## src/rtl/priority_arbiter_rr.sv

```systemverilog
// priority_arbiter_rr: N-requester arbiter with a registered one-hot grant.
// Supports fixed priority or round-robin search, burst lock while the owner keeps
// its request, and an optional hold limit that forces a handoff when others wait.
module priority_arbiter_rr #(
    parameter int unsigned N        = 8,
    parameter int unsigned MODE     = 1,
    parameter int unsigned MAX_HOLD = 0
) (
    input  logic                 clk,
    input  logic                 rst_n,
    input  logic [N-1:0]         req,
    output logic [N-1:0]         grant,
    output logic                 grant_valid,
    output logic [$clog2(N)-1:0] grant_id
);

    localparam int unsigned IdW   = $clog2(N);
    localparam int unsigned HoldW = (MAX_HOLD > 0) ? $clog2(MAX_HOLD + 1) : 1;
    localparam logic [HoldW-1:0] HoldMax = HoldW'(MAX_HOLD);
    // With MAX_HOLD = 0 the counter is tied to zero so it folds away entirely.
    localparam logic [HoldW-1:0] HoldOne = (MAX_HOLD != 0) ? HoldW'(1) : HoldW'(0);

    typedef enum logic [0:0] {StIdle, StBusy} state_e;

    state_e           state_q, state_d;
    logic [N-1:0]     grant_q, grant_d;
    logic [IdW-1:0]   id_q, id_d;
    logic [IdW-1:0]   ptr_q, ptr_d;
    logic [HoldW-1:0] hold_q, hold_d;

    logic [IdW:0]     pick;
    logic [IdW-1:0]   pick_id;
    logic [IdW-1:0]   search_start;
    logic             owner_req;
    logic             expired;
    logic             take;

    // First set bit walking downward from start-1, wrapping to N-1, ending at start.
    // Returns {found, index}.
    function automatic logic [IdW:0] find_first(input logic [N-1:0]   vec,
                                                input logic [IdW-1:0] start);
        logic [IdW:0] res;
        int unsigned  idx;
        res = '0;
        for (int unsigned k = 1; k <= N; k++) begin
            idx = 32'(start) + N - k;
            if (idx >= N) idx = idx - N;
            if (!res[IdW] && vec[IdW'(idx)]) res = {1'b1, IdW'(idx)};
        end
        return res;
    endfunction

    // Next-state: arbitration, burst lock, hold limit and release to idle.
    always_comb begin
        state_d = state_q;
        grant_d = grant_q;
        id_d    = id_q;
        ptr_d   = ptr_q;
        hold_d  = hold_q;
        take    = 1'b0;

        // Fixed priority is round-robin with the pointer pinned at 0.
        search_start = (MODE != 0) ? ptr_q : '0;
        // Masking the owner is harmless on release (its bit is already low) and
        // is exactly what expiry needs, so a single search covers both.
        pick      = find_first(req & ~grant_q, search_start);
        pick_id   = pick[IdW-1:0];
        owner_req = req[id_q];
        expired   = (MAX_HOLD != 0) && (hold_q == HoldMax);

        unique case (state_q)
            StIdle: begin
                if (pick[IdW]) take = 1'b1;
            end
            StBusy: begin
                if (owner_req && !expired) begin
                    if (hold_q != HoldMax) hold_d = hold_q + HoldW'(1);
                end else if (pick[IdW]) begin
                    take = 1'b1;
                end else if (owner_req) begin
                    // Expired but nobody else waiting: keep the grant, restart count.
                    hold_d = HoldOne;
                end else begin
                    state_d = StIdle;
                    grant_d = '0;
                    id_d    = '0;
                    hold_d  = '0;
                end
            end
            default: state_d = StIdle;
        endcase

        if (take) begin
            state_d          = StBusy;
            grant_d          = '0;
            grant_d[pick_id] = 1'b1;
            id_d             = pick_id;
            ptr_d            = pick_id;
            hold_d           = HoldOne;
        end
    end

    // State register with synchronous active-low reset.
    always_ff @(posedge clk) begin
        if (!rst_n) begin
            state_q <= StIdle;
            grant_q <= '0;
            id_q    <= '0;
            ptr_q   <= '0;
            hold_q  <= '0;
        end else begin
            state_q <= state_d;
            grant_q <= grant_d;
            id_q    <= id_d;
            ptr_q   <= ptr_d;
            hold_q  <= hold_d;
        end
    end

    assign grant       = grant_q;
    assign grant_valid = |grant_q;
    assign grant_id    = id_q;

endmodule

```

## config.mk

```make
export PLATFORM = sky130hd
export DESIGN_NAME = priority_arbiter_rr
export DESIGN_NICKNAME = d
export VERILOG_FILES = /design/src/rtl/priority_arbiter_rr.sv
export SDC_FILE = /design/constraint.sdc
export NUM_CORES = 1
export LEC_CHECK = 0
export CORE_UTILIZATION = 60
export DETAILED_ROUTE_END_ITERATION = 6
export HOLD_SLACK_MARGIN = 0.03
export PLACE_DENSITY = 0.92
export SLEW_MARGIN = 20
export SYNTH_ARGS = -nofsm -noshare
export SYNTH_HDL_FRONTEND = slang
export SYNTH_SLANG_ARGS = --single-unit
```

## constraint.sdc

```tcl
create_clock -name clk -period 8.05 [get_ports clk]
set_input_delay 1.2075 -clock clk [delete_from_list [all_inputs] [get_ports clk]]
set_output_delay 1.2075 -clock clk [all_outputs]
set_load 0.03 [all_outputs]
```

==> impl_metrics.csv, run 1 <==
group,metric,value,unit
outcome,status,"complete, no violations",
layout,area_delta_synth_final,11.1,%
job,maxCapViolations,0,
logic_synthesis,syn_inst,193,
critical_path,critPathKind,"flip-flop to flip-flop",
clocking,clk_latency,290,ps
route,drt_wl_total,5090,um
logic_synthesis,synth.net_count,205,
layout,layout_commonest_cell,"clkdlybuf4s50_1",
layout,final_cell_mix,"clkdlybuf4s50_1 (21), nor2_1 (18), nand2_1 (17), dfxtp_1 (15), mux4_2 (11)",
global_routing,overflow,0,
clocking,tritoncts.num_buffers,3,
global_routing,antenna_found_initial,0,
place,place_area,2020,sq um
global_routing,grt_max_degree,20,
global_routing,grt_pass1_vias,1663,
logic_synthesis,synth_ff_type,"dfxtp_1",
clocking,cts_tree,"yes",
clocking,clkSlewWorstSetupHoldPaths,90,ps
clocking,hold_buffers,0,
floorplanning,die_width,57.4,um
timing,finalMaxSlewViolations,0,
timing,rsz0062_at_grt,"false",
floorplanning,start_util,65.0,%
floorplanning,core,2830,sq um
logic_synthesis,ys_seq_area_share,16.3,%
logic_synthesis,synth.avg_cell_area,9.53,sq um
layout,nFillCells,188,
timing,timing.final.hold_violations,0,
critical_path,critPathArrivalTime,4210,ps
min_path,worstHoldStart,"grant_id[2]",
logic_synthesis,synthArstFlopShare,0,%
logic_synthesis,yosysWarnings,0,
global_routing,grt_pass1_wl,8530,um
clocking,htreeDepth,1,
clocking,clk_path_buf_depth,2,
floorplanning,rows,19,
clocking,cts_root_buf,"clkbuf_4",
critical_path,reg2reg_depth,9,
critical_path,path_max_fanout,19,
critical_path,reg2reg_slack,4020,ps
timing,slew_headroom,45.6,%
clocking,cts_num_sinks,15,
layout,final_layout_size_suffix_gt1_share,18.0,%
critical_path,start_kind,"flip-flop",
place,hpwl,3910,um
min_path,min_path_cells,1,
logic_synthesis,synth_area_leaders,"dfxtp_1 (16%), mux4_2 (13%), mux4_1 (5.7%)",
layout,multi_input_area,1440,sq um
logic_synthesis,synth-seq-cells,15,
clocking,ctsResizeCount,0,
layout,seqCellArea,300,sq um
logic_synthesis,synth_top_area_share,16.3,%
clocking,postCtsSetupRepairBufs,0,
timing,finClkSkew,8.19,ps
timing,worst_pin_slew,815,ps
route,ant_nets,0,
floorplanning,dieArea,3290,sq um
route,drtIter0Drc,163,
logic_synthesis,synth_edf_count,0,
place,gp_congestion,0.949,
layout,nNetsFinal,224,
floorplanning,ios,22,
place,portBuffers,21,
route,drtPass1Iterations,5,
route,num_vias,1766,
timing,timing.final.crit_share,50.0,%
logic_synthesis,yosysUniqueCellTypes,62,
layout,diodes,0,
critical_path,reg2reg_to,"grant[5]",
timing,fin_tns_setup,0,ps
logic_synthesis,syn_area,1840,sq um
min_path,hold_path_end,"grant_id[2]",
timing,min_period,4030,ps
route,drc,0,
timing,timing.fmax,248,MHz
route,wl_per_cell,21.0,um
floorplanning,dieHeight,57.4,um
critical_path,r2r_start,"ptr_q[0]",
critical_path,cp-end-kind,"flip-flop",
logic_synthesis,synth_top_area_cell,"dfxtp_1",
min_path,hp-class,"flip-flop to flip-flop",
timing,setup_viol,0,
global_routing,grt_usage,33.1,%
critical_path,crit_required,8240,ps
layout,design_area,2040,sq um
route,viasPerCell,7.30,
-- worst max-delay path, stage by stage, from the launching register on --
cell and delay (ps):
dfxtp_1 860, inv_4 200, ha_1 510, inv_1 240
mux4_2 600, nand4b_4 240, or2_1 260, o221ai_1 520
inv_1 210, a32o_2 290
-- metrics by stage --
stage,hold WS [ps],util (%),setup WS (ps),cells
3_3_place_gp,512,71.3,3920,238
5_1_grt,571,72.2,3750,242
3_5_place_dp,518,71.3,3840,238
6_report,540,72.2,4020,242
2_1_floorplan,541,-,4680,193
4_1_cts,545,72.2,4080,242
-- synthesized netlist by cell type (3+ instances only) --
library cell  instances
nand2_1              17
mux2i_1               9
mux4_2               11
dfxtp_1              15
nor4_1                7
buf_6                 3
mux4_1                4
nand2b_1              9
a21oi_1               6
a221oi_1              3
a32o_2                7
or2_1                 5
inv_1                 6
nor2_1               18
nor2b_1               8
a21boi_1              4
nor3b_1               5
-- logic make-up (layout without fill, tap and decap cells) --
group	Yosys count	after routing	synth area share [%]
buffers and inverters	14	32	5.44
AND/OR/NAND/NOR	87	87	28.0
adder cells (fa/ha/maj)	2	2	1.36
flip-flops	15	15	16.3
multiplexers	26	26	25.3
AO/OA/AOI/OAI	46	46	21.4
XOR/XNOR	3	3	2.24
-- flip-flops by register name, indices dropped and copies added (netlist names) --
| name | cells |
|---|---|
| state_q | 1 |
| ptr_q | 3 |
| grant_id | 3 |
| grant | 8 |
-- final cells by class --
type                    instances  area share (%)
inverters                       7            1.41
flip-flops and latches         15            14.7
clock buffers                   4            1.29
repair buffers                 21            10.3
multi-input cells             164            70.4
well taps                      31            1.90
-- metal layers --
layer  routed length, um  vias to the layer above  track usage (%)
met5                   0                        -                0
met4                 155                        0             12.5
met3                 335                       20             2.95
met2                2540                      105             56.1
met1                2050                      840             43.8
li1                    -                      801                -
-- worst max path at each step --
stage	cells after the start	start	endpoint
floorplan	9	req[3]	grant[4]
global placement	9	req[5]	grant[2]
detailed placement	9	req[2]	grant[5]
CTS	9	ptr_q[0]	grant[5]
global route	9	ptr_q[0]	grant[1]
finish	9	ptr_q[0]	grant[5]
Power of run 1 is left out: the tool's default activity adds up to more than one toggle a clock period on the data nets, which glitch-free logic cannot reach.
==> run 2, diff against run 1 <==
--- a/config.mk
+++ b/config.mk
@@ -5,10 +5,10 @@
 export SDC_FILE = /design/constraint.sdc
 export NUM_CORES = 1
 export LEC_CHECK = 0
-export CORE_UTILIZATION = 60
+export CORE_UTILIZATION = 51
 export DETAILED_ROUTE_END_ITERATION = 6
 export HOLD_SLACK_MARGIN = 0.03
-export PLACE_DENSITY = 0.92
+export PLACE_DENSITY = 0.84
 export SLEW_MARGIN = 20
 export SYNTH_ARGS = -nofsm -noshare
 export SYNTH_HDL_FRONTEND = slang
==> constraint.sdc (replaced) <==
create_clock -name clk -period 3.6 [get_ports clk]
set_input_delay 0.54 -clock clk [delete_from_list [all_inputs] [get_ports clk]]
set_output_delay 0.54 -clock clk [all_outputs]
set_load 0.03 [all_outputs]
==> impl_metrics.csv, run 2 (same netlist as run 1, synthesis figures left out) <==
group,metric,value,unit
critical_path,critical_path.slowest_cell,"or4b_1",
layout,nFillCells,290,
clocking,clkSlewWorstSetupHoldPaths,90,ps
timing,setup_viol,0,
min_path,min_path_cells,1,
timing,slew_headroom,65.6,%
place,gp_congestion,0.926,
place,portBuffers,21,
route,num_vias,1790,
critical_path,cp-end-kind,"flip-flop",
critical_path,r2r_start,"ptr_q[0]",
floorplanning,rows,21,
floorplanning,die_width,62.1,um
route,ant_nets,0,
clocking,htreeDepth,1,
timing,min_period,3220,ps
floorplanning,start_util,54.3,%
critical_path,crit_required,3780,ps
critical_path,reg2reg_slack,460,ps
timing,rsz0062_at_grt,"false",
route,drc,0,
floorplanning,core,3390,sq um
critical_path,critPathKind,"primary input to flip-flop",
clocking,cts_num_sinks,15,
clocking,cts_root_buf,"clkbuf_4",
critical_path,reg2reg_to,"grant[3]",
timing,whs,563,ps
clocking,cts_tree,"yes",
clocking,hold_buffers,0,
timing,finClkSkew,3.50,ps
clocking,clk_latency,280,ps
global_routing,antenna_found_initial,0,
route,viasPerCell,6.73,
route,drtPass1Iterations,5,
timing,finalMaxSlewViolations,0,
clocking,tritoncts.num_buffers,3,
min_path,hold_path_end,"grant_id[2]",
floorplanning,dieArea,3850,sq um
timing,timing.fmax,310,MHz
timing,timing.final.crit_share,89.6,%
place,hpwl,4200,um
critical_path,cp-startpoint,"req[6]",
critical_path,path_cells,"clkdlybuf4s50_1 > nor2b_1 > mux2i_1 > mux4_1 > nand4b_4 > or4b_1 > o31ai_2 > a21oi_1 > a32o_2",
layout,nNetsFinal,233,
global_routing,grt_max_degree,17,
timing,fin_tns_setup,0,ps
min_path,worstHoldStart,"grant_id[2]",
clocking,ctsResizeCount,0,
floorplanning,dieHeight,62.1,um
layout,largest_reg_flops,8,
job,maxCapViolations,0,
critical_path,reg2reg_depth,9,
global_routing,grt_pass1_vias,1707,
layout,final_core_util,62.9,%
route,wl_per_cell,19.9,um
critical_path,start_kind,"primary input",
layout,area_delta_synth_final,15.9,%
layout,final_cell_mix,"clkdlybuf4s50_1 (21), nor2_1 (18), nand2_1 (17), dfxtp_1 (15), mux4_2 (11)",
layout,diodes,0,
layout,final_layout_size_suffix_gt1_share,21.8,%
critical_path,cp_slowest_stage_delay,540,ps
global_routing,grt_usage,30.9,%
route,drt_wl_total,5290,um
timing,worst_pin_slew,501,ps
critical_path,critPathArrivalTime,3410,ps
min_path,hp-class,"flip-flop to flip-flop",
outcome,status,"complete, no violations",
timing,timing.final.hold_violations,0,
layout,layout_commonest_cell,"clkdlybuf4s50_1",
critical_path,path_max_fanout,7,
global_routing,overflow,0,
route,drtIter0Drc,204,
clocking,postCtsSetupRepairBufs,0,
global_routing,grt_pass1_wl,8560,um
clocking,clk_path_buf_depth,2,
floorplanning,ios,22,
run 2: cell count changes in the layout (fill, tap and decap cells not counted):
cell	delta
buf_4	+9
clkinv_2	+1
clkbuf_1	-1
run 2: worst max path at each step:
| stage | depth (start not counted) | slack [ps] | endpoint |
|---|---|---|---|
| 2_1_floorplan | 10 | 730 | grant[0] |
| 3_3_place_gp | 9 | 200 | grant[5] |
| 3_5_place_dp | 9 | 140 | grant[3] |
| 4_1_cts | 9 | 450 | grant[3] |
| 5_1_grt | 10 | 210 | grant[6] |
| 6_report | 9 | 380 | grant[3] |
run 2: area by class of cell:
type / instances / area, sq um / share of cell area, %
inverter: 7 / 28.8 / 1.35
timing repair buffer: 30 / 278 / 13.0
sequential: 15 / 300 / 14.1
clock inverter: 1 / 5.00 / 0.235
clock buffer: 3 / 22.5 / 1.06
tap: 46 / 57.6 / 2.70
multi-input combinational: 164 / 1440 / 67.5
run 2: through the flow:
| step | std cells | area, sq um | setup slack [ps] |
|---|---|---|---|
| finish | 266 | 2130 | 375 |
| global route | 266 | 2130 | 207 |
| CTS | 266 | 2130 | 449 |
| detailed placement | 262 | 2100 | 142 |
| global placement | 262 | 2100 | 203 |
| floorplan | 193 | 1840 | 726 |
run 2: critical path: cells and delay by family:
kind / cells / cell delay, ps
simple gates: 3 / 910
compound gates: 3 / 620
buf+inv: 1 / 460
mux: 2 / 880
run 2: per-layer routing:
layer	routed length, um	global-route usage (%)	part of all wire [%]	vias up
met5	0	0	0	-
met4	70	7.62	1.3	0
met3	479	7.45	9.0	11
met2	2560	50.6	48	119
met1	2190	41.1	41	842
li1	-	-	-	818
Power of run 2 is left out for the same reason.
